<file path="src/rtl/hazard_unit_n.sv">
// Forwarding select, stall and flush control for the ID stage.
// One scan instance per ID source operand; a 3-state FSM sequences cache freezes and deferred flushes.

module hazard_unit_n_fwd #(
   parameter int NSTG = 4,
   parameter int AW   = 5,
   parameter int SELW = 3
) (
   input  logic [NSTG*AW-1:0] stg_rd,
   input  logic [NSTG-1:0]    stg_wr,
   input  logic [NSTG-1:0]    stg_ready,
   input  logic [AW-1:0]      src,
   output logic [SELW-1:0]    sel,
   output logic               pend
);
   logic [NSTG-1:0] hit;

   for (genvar k = 0; k < NSTG; k++) begin : g_hit
      assign hit[k] = stg_wr[k] && (stg_rd[k*AW +: AW] != '0) && (stg_rd[k*AW +: AW] == src);
   end

   // Scan oldest to youngest so the youngest matching stage overwrites last.
   always_comb begin
      sel  = '0;
      pend = 1'b0;
      for (int k = NSTG-1; k >= 0; k--) begin
         if (hit[k]) begin
            sel  = stg_ready[k] ? SELW'(k+1) : '0;
            pend = ~stg_ready[k];
         end
      end
   end
endmodule

module hazard_unit_n #(
   parameter int NSTG = 4,
   parameter int AW   = 5,
   parameter int SELW = 3,
   parameter int CNTW = 32
) (
   input  logic              clk,
   input  logic              rst,
   input  logic [NSTG*AW-1:0] stg_rd,
   input  logic [NSTG-1:0]   stg_wr,
   input  logic [NSTG-1:0]   stg_ready,
   input  logic [AW-1:0]     id_rs,
   input  logic [AW-1:0]     id_rt,
   input  logic              id_use_rs,
   input  logic              id_use_rt,
   input  logic              id_hilo_use,
   input  logic              mdu_busy,
   input  logic              icache_data_ok,
   input  logic              dcache_addr_ok,
   input  logic              dcache_data_ok,
   input  logic              mem1_dcache_en,
   input  logic              mem2_dcache_en,
   input  logic              flush_req,
   output logic [SELW-1:0]   fwd_rs_sel,
   output logic [SELW-1:0]   fwd_rt_sel,
   output logic              pc_we,
   output logic              if_we,
   output logic              id_we,
   output logic              id_bubble,
   output logic              back_we,
   output logic              flush_out,
   output logic              is_stall,
   output logic              mem_last_stall,
   output logic [CNTW-1:0]   stall_cnt
);
   typedef enum logic [1:0] {RUN, MEMWAIT, FLUSHWAIT} state_t;

   state_t state, nxt;

   logic [1:0][AW-1:0]   src;
   logic [1:0][SELW-1:0] sel;
   logic [1:0]           pend;

   assign src = {id_rt, id_rs};

   for (genvar i = 0; i < 2; i++) begin : g_op
      hazard_unit_n_fwd #(.NSTG(NSTG), .AW(AW), .SELW(SELW)) u_fwd (
         .stg_rd    (stg_rd),
         .stg_wr    (stg_wr),
         .stg_ready (stg_ready),
         .src       (src[i]),
         .sel       (sel[i]),
         .pend      (pend[i])
      );
   end

   assign fwd_rs_sel = sel[0];
   assign fwd_rt_sel = sel[1];

   logic data_haz, mdu_haz, mem_stall, data_ok;

   assign data_haz  = (id_use_rs & pend[0]) | (id_use_rt & pend[1]);
   assign mdu_haz   = mdu_busy & id_hilo_use;
   assign mem_stall = (mem2_dcache_en & ~dcache_data_ok)
                    | (mem1_dcache_en & ~dcache_addr_ok) | ~icache_data_ok;
   assign data_ok   = ~mem2_dcache_en | dcache_data_ok;

   always_comb begin
      pc_we     = 1'b0;
      if_we     = 1'b0;
      id_we     = 1'b0;
      back_we   = 1'b0;
      id_bubble = 1'b0;
      flush_out = 1'b0;
      nxt       = state;
      if (rst) begin
         nxt = RUN;
      end else begin
         case (state)
            RUN, MEMWAIT: begin
               if (flush_req) begin
                  // Front end may restart now; the back end holds until MEM2 data lands.
                  {pc_we, if_we, id_we} = 3'b111;
                  flush_out = 1'b1;
                  back_we   = data_ok;
                  nxt       = data_ok ? RUN : FLUSHWAIT;
               end else if (mem_stall) begin
                  id_bubble = 1'b1;
                  nxt       = MEMWAIT;
               end else if (data_haz | mdu_haz) begin
                  id_we     = 1'b1;
                  back_we   = 1'b1;
                  id_bubble = 1'b1;
                  nxt       = RUN;
               end else begin
                  {pc_we, if_we, id_we, back_we} = 4'b1111;
                  nxt = RUN;
               end
            end
            FLUSHWAIT: begin
               flush_out = 1'b1;
               back_we   = data_ok;
               nxt       = data_ok ? RUN : FLUSHWAIT;
            end
            default: nxt = RUN;
         endcase
      end
   end

   assign is_stall = ~rst & ~pc_we & ~flush_out;

   always_ff @(posedge clk) begin
      if (rst) begin
         state          <= RUN;
         mem_last_stall <= 1'b0;
         stall_cnt      <= '0;
      end else begin
         state          <= nxt;
         mem_last_stall <= (nxt == MEMWAIT);
         if (~pc_we && (stall_cnt != '1))
            stall_cnt <= stall_cnt + 1'b1;
      end
   end
endmodule

</file>
<file path="config.mk">
export PLATFORM = sky130hd
export DESIGN_NAME = hazard_unit_n
export DESIGN_NICKNAME = d
export VERILOG_FILES = /design/src/rtl/hazard_unit_n.sv
export SDC_FILE = /design/constraint.sdc
export NUM_CORES = 1
export LEC_CHECK = 0
export ABC_CLOCK_PERIOD_IN_PS = 4100
export CORE_MARGIN = 2
export CORE_UTILIZATION = 25
export DETAILED_ROUTE_END_ITERATION = 8
export GPL_TIMING_DRIVEN = 0
export SETUP_SLACK_MARGIN = 0.05
export SLEW_MARGIN = 30
export SYNTH_ARGS = -nofsm -noshare
export SYNTH_HDL_FRONTEND = slang
export SYNTH_SLANG_ARGS = --single-unit
</file>
<file path="constraint.sdc">
create_clock -name clk -period 4.1 [get_ports clk]
set_input_delay 0.82 -clock clk [delete_from_list [all_inputs] [get_ports clk]]
set_output_delay 0.82 -clock clk [all_outputs]
set_load 0.1 [all_outputs]
</file>
# == Word-level counts from Yosys, hierarchy flattened ==
# Index checks and enable logic that the tools add are counted.
# op_classes
n_addsub,1
n_eq_ne,12
n_mux,45
bitwise_logic,23
reduce_logical,19
# op_table
operator,n
$eq A5 B5 Y1,8
$add A32 B1 Y32 const B,1
$ne A32 B32 Y1 const B,1
$mux W1,28
$mux W3,9
$reduce_bool A5 Y1,4
$logic_and A1 B1 Y1,13
$not A1 Y1,11
$mux W2,5
$and A1 B1 Y1,7
$or A1 B1 Y1,5
$eq A2 B1 Y1 const B,2
$pmux W1 S2,2
$pmux W2 S2,1
$eq A2 B2 Y1 const B,1
$logic_not A2 Y1,1
$reduce_or A2 Y1,1
# totals
reg_bits,35
in_bits,50
out_inout_bits,46
elab_cells,103

# == Depth between registers and ports, before layout ==
# logic_depth
word_depth,18
depth_mapped,12

# == By module ==
# A second synthesis with hierarchy kept.
# hier_totals
hier_cells,350
area_unflattened_um2,2965.3
# modules_own_cells
module,instances,cells_per_inst,area_per_inst_um2,seq_area_each_um2
hazard_unit_n,1,238,2114.5,700.7
hazard_unit_n_fwd,2,56,425.4,0.0

# == Worst setup path before layout ==
# No wires, ideal clock.
# synth_path
kind,input to output
startpoint,input stg_rd[5]
endpoint,output is_stall
t_arrival_ns,4.820
t_required_ns,3.280
slack_ns,-1.540
path_stages,9
path_buffers,2
path_cell_list,or4_1 nor2_1 or4_4 mux2i_1 o211ai_1 a31o_4 buf_8 buf_6 a211oi_1
# synth_via
elab_chain_len,16
word_cells_on_any_way,22
cone_classes,eq/ne: 2; mux: 9; bitwise: 7; reduce/logical: 4
# synth_rtl
element,line_no,text
"start, declared",43,"input logic [NSTG*AW-1:0] stg_rd,"
$reduce_bool A5 Y1,19,assign hit[k] = stg_wr[k] && (stg_rd[k*AW +: AW] != '0) && (stg_rd[k*AW +: AW] == src);
$logic_and A1 B1 Y1 (2 in a row),19,
$mux W1 (2 in a row),27,if (hit[k]) begin
$and A1 B1 Y1,96,assign data_haz = (id_use_rs & pend[0]) | (id_use_rt & pend[1]);
$or A1 B1 Y1 *,96,
$or A1 B1 Y1 *,124,end else if (data_haz | mdu_haz) begin
$mux W1 *,124,
$mux W1 *,121,end else if (mem_stall) begin
$mux W1 *,115,if (flush_req) begin
$mux W1 *,113,case (state)
$mux W1 *,110,if (rst) begin
$not A1 Y1 *,144,assign is_stall = ~rst & ~pc_we & ~flush_out;
$and A1 B1 Y1 * (2 in a row),144,
"end, declared",66,"output logic is_stall,"
# Mark *: on every way between the ends. The rest lies on a longest branch, timed or not.

# == Worst setup path after layout ==
# layout_path
startpoint,input stg_rd[15]
endpoint,output pc_we
# layout_via
elab_chain_len,15
word_cells_on_any_way,23
cone_classes,eq/ne: 2; mux: 13; bitwise: 4; reduce/logical: 4
# layout_rtl
element,line_no,text
$reduce_bool A5 Y1,19,
$logic_and A1 B1 Y1 (2 in a row),19,
$mux W1 (4 in a row),27,
$and A1 B1 Y1,96,
$or A1 B1 Y1 *,96,
$or A1 B1 Y1 *,124,
$mux W1 *,124,
$mux W1 *,121,
$mux W1 *,115,
$mux W1 *,113,
$mux W1 *,110,
"end, declared",60,"output logic pc_we,"
# Marked as above.

==> flow_summary_export.csv <==
group,metric,value,unit
sta,rsz0062_at_grt,"false",
worst_setup_path,required,3.28,ns
yosys,seq_area_frac_synth,0.2535,
yosys,synth_nets,370,
worst_setup_path,path_max_fanout,4,
power_and_ir_drop,pwr-share-comb,0.310,
place,dpl.cell_count,549,
route,drt_iter0_drc,112,
yosys,yosys-top-cells-count,"55 x xnor2_1, 37 x nor2_1, 35 x dfxtp_1",
grt,antenna_found_initial,0,
yosys,yosys_most_used_dff,"dfxtp_1",
worst_setup_path,cp.arrival,3.13,ns
place,numPortBuffers,90,
route,drtAntennaViolNets,0,
clock_network,cts_tree,"done",
sta,slew_violations,0,
yosys,yosys-top-cells-area,"dfxtp_1 25%, xnor2_1 17%, a211oi_2 7.2%",
worst_setup_path,critPathCaptureType,"output port",
min_path,holdCritStartpoint,"stall_cnt[11]",
clock_network,root_buffer,"clkbuf_8",
route,drc,0,
worst_setup_path,path_cells,"clkbuf_2, or4_4, o211ai_1, nor4_2, or4_1, o211ai_2, a31o_4, buf_12, and2_4, buf_4, buf_12",
die,ioPinCount,96,
yosys,async_reset_ff_frac,0,
grt,grt-ovfl-total,0,
grt,grt_pass1_wl,13.28,mm
place,gp_congestion,0.9193,
yosys,yosysTopAreaCellShare,0.2535,
yosys,ys_ff_latch,35,
sta,fin_crit_sh,0.9639,
yosys,syn-cell-area,2764,sq um
final_layout,area_delta_synth_final,44.50,%
power_and_ir_drop,internal-power,0.0006023,W
worst_setup_path,reg2reg_setup_slack,1.08,ns
clock_network,worstSkewPairLatency,0.29,ns
sta,slew_headroom,0.3233,
route,wl,8.315,mm
worst_setup_path,reg2regPathDepth,12,
run_status,status,"completed",
die,die_h,109.1,um
route,vias_per_cell,4.827,
grt,grt_max_degree,17,
power_and_ir_drop,pwr-share-clk,0.306,
route,first_pass_iters,4,
power_and_ir_drop,power_switching,0.0003116,W
sta,finalCriticalPeriod,3.952,ns
yosys,syn_area_per_cell,8.664,sq um
yosys,synth-edff-count,0,
sta,finalSetupViolations,0,
power_and_ir_drop,powerDensity,228.8,nW/um^2
flow_run,maxCapViolations,0,
worst_setup_path,critPathKind,"input pin to output port",
power_and_ir_drop,ir_worst_vdd,0.1176,mV
yosys,syn_inst,319,
yosys,yosys_warnings,0,
worst_setup_path,cp_common_cell,"buf_12",
clock_network,cts_hold_buf,0,
clock_network,cts_buffers,5,
sta,finalSetupTns,0,ns
min_path,hp-class,"register to register",
final_layout,layout.nets,471,
power_and_ir_drop,switching_share,0.3410,
die,core,10790,sq um
worst_setup_path,crit_path_start,"stg_rd[15]",
power_and_ir_drop,power_frac_seq,0.383,
place,dp_hpwl,6.676,mm
worst_setup_path,critPathLaunchType,"input pin",
min_path,whs_path_depth,2,
power_and_ir_drop,leakage,1.382,nW
clock_network,clk_pin_slew,0.07,ns
clock_network,cts.sinks,35,
yosys,yosysMostFrequentCell,"xnor2_1",
final_layout,insertedDiodeCount,0,
route,detail_route.wl_per_cell,14.82,um
yosys,synth_cell_types,50,
clock_network,cts_buffer_depth,2,
clock_network,cts_max_level,2,
worst_setup_path,rr_startpoint,"stall_cnt[2]",
grt,grt_pass1_vias,2743,
route,vias,2708,
die,die_w,109.1,um
sta,fmax,253.0,MHz
worst_setup_path,cp_num_cells,11,
die,rows,38,
final_layout,instances_no_fill,561,
sta,clock-skew-final,0.005018,ns
sta,worst_pin_slew,1.012,ns
worst_setup_path,slowest_delay,0.54,ns
final_layout,fin_util,0.3700,
die,dieArea,11910,sq um
final_layout,drive_above_1_share,0.2043,
worst_setup_path,crit_buf_inv,4,
die,start_util,0.2561,
yosys,yosysTopAreaCell,"dfxtp_1",
worst_setup_path,crit_family,"simple AND/OR/NAND/NOR gates",
worst_setup_path,cp_slowest_cell,"or4_4",
power_and_ir_drop,finalPower,0.0009139,W
sta,finalHoldViolCount,0,
grt,grt_usage,0.1402,
sta,hold_slack,0.5525,ns
[sequential cells by signal (all words and copies together) (netlist names)]
register	flops
stall_cnt	32
state	2
mem_last_stall	1
[through the flow]
stage / setup slack [ns] / cell area [sq um]
after floorplan: -1.387 / 2794
after global placement: -1.418 / 3870
after detailed placement: -1.436 / 3870
after CTS: 0.03627 / 4009
after global routing: 0.04120 / 3994
final: 0.1481 / 3994
[tightest hold or removal path, cell delays in order, from the launching register on]
cell and delay (ns):
dfxtp_1 0.36, xnor2_1 0.08, nor2_1 0.07
[per-layer routing]
metal	global-route usage	wire length [um]	vias to the layer above
li1	-	-	1331
met1	0.1621	3483	1269
met2	0.2587	4228	95
met3	0.03108	489	13
met4	0.03571	113	0
met5	0	0	-
[logic make-up (layout without fill, tap and decap cells)]
family | after synthesis | after routing | synth area share
compound gates | 46 | 46 | 0.1766
xor+xnor | 65 | 65 | 0.2060
fa+ha+maj | 1 | 1 | 0.004526
buf+inv | 28 | 130 | 0.05794
flops | 35 | 35 | 0.2535
mux | 6 | 6 | 0.02897
simple gates | 138 | 138 | 0.2725
[path summary, 6_finish.rpt]
kind,endpoint
worst max register to register,stall_cnt[25]
worst min-delay path,stall_cnt[11]
worst max-delay path,pc_we
worst min register to register,stall_cnt[11]
[power groups by stage]
stage | registers [W] | clock network, W | logic [W]
final | 0.000350 | 0.000280 | 0.000284
after CTS | 0.000350 | 0.000283 | 0.000284
after global placement | 0.000358 | 0 | 0.000278
after global routing | 0.000351 | 0.000297 | 0.000302
after detailed placement | 0.000358 | 0 | 0.000283
after floorplan | 0.000386 | 0 | 0.000152
[area by class of cell]
class,instances,area [sq um]
multi-input combinational,256,1982
tap,140,175.2
buffer,20,131.4
timing repair buffer,95,878.3
clock buffer,8,100.1
sequential,35,700.7
inverter,7,26.28
fill,1118,6799
[cell usage in the layout (no fill, tap or decap), types with 3 or more instances in the layout]
cell	synthesis	layout
nand3_1	14	14
a211oi_2	16	17
nor2_1	37	36
buf_2	2	4
clkbuf_1	8	8
clkdlybuf4s15_1	0	4
buf_4	2	8
nand2_1	23	23
buf_6	3	4
nand4_1	10	10
a211oi_1	5	4
dlymetal6s2s_1	0	3
a21oi_1	6	6
mux2_4	4	4
or3_1	3	3
dfxtp_1	35	35
clkdlybuf4s50_1	0	54
dlygate4sd2_1	0	11
and4_1	4	4
nor2b_1	5	5
inv_1	7	7
nor3_1	5	4
or4_4	2	5
nor4_4	1	3
clkbuf_8	0	7
xnor2_1	55	55
and3_1	12	12
and2_1	6	5
xor2_1	10	10
clkbuf_2	0	14
[repair_timing]
| action | in CTS | in global routing |
|---|---|---|
| hold endpoints to repair | 0 | 0 |
| resized for setup | 71 | 36 |
| endpoints found under the setup margin | 10 | 7 |
| buffers inserted | 5 | 0 |
| pin swaps | 8 | 14 |
(Power assumes the default switching activity.)
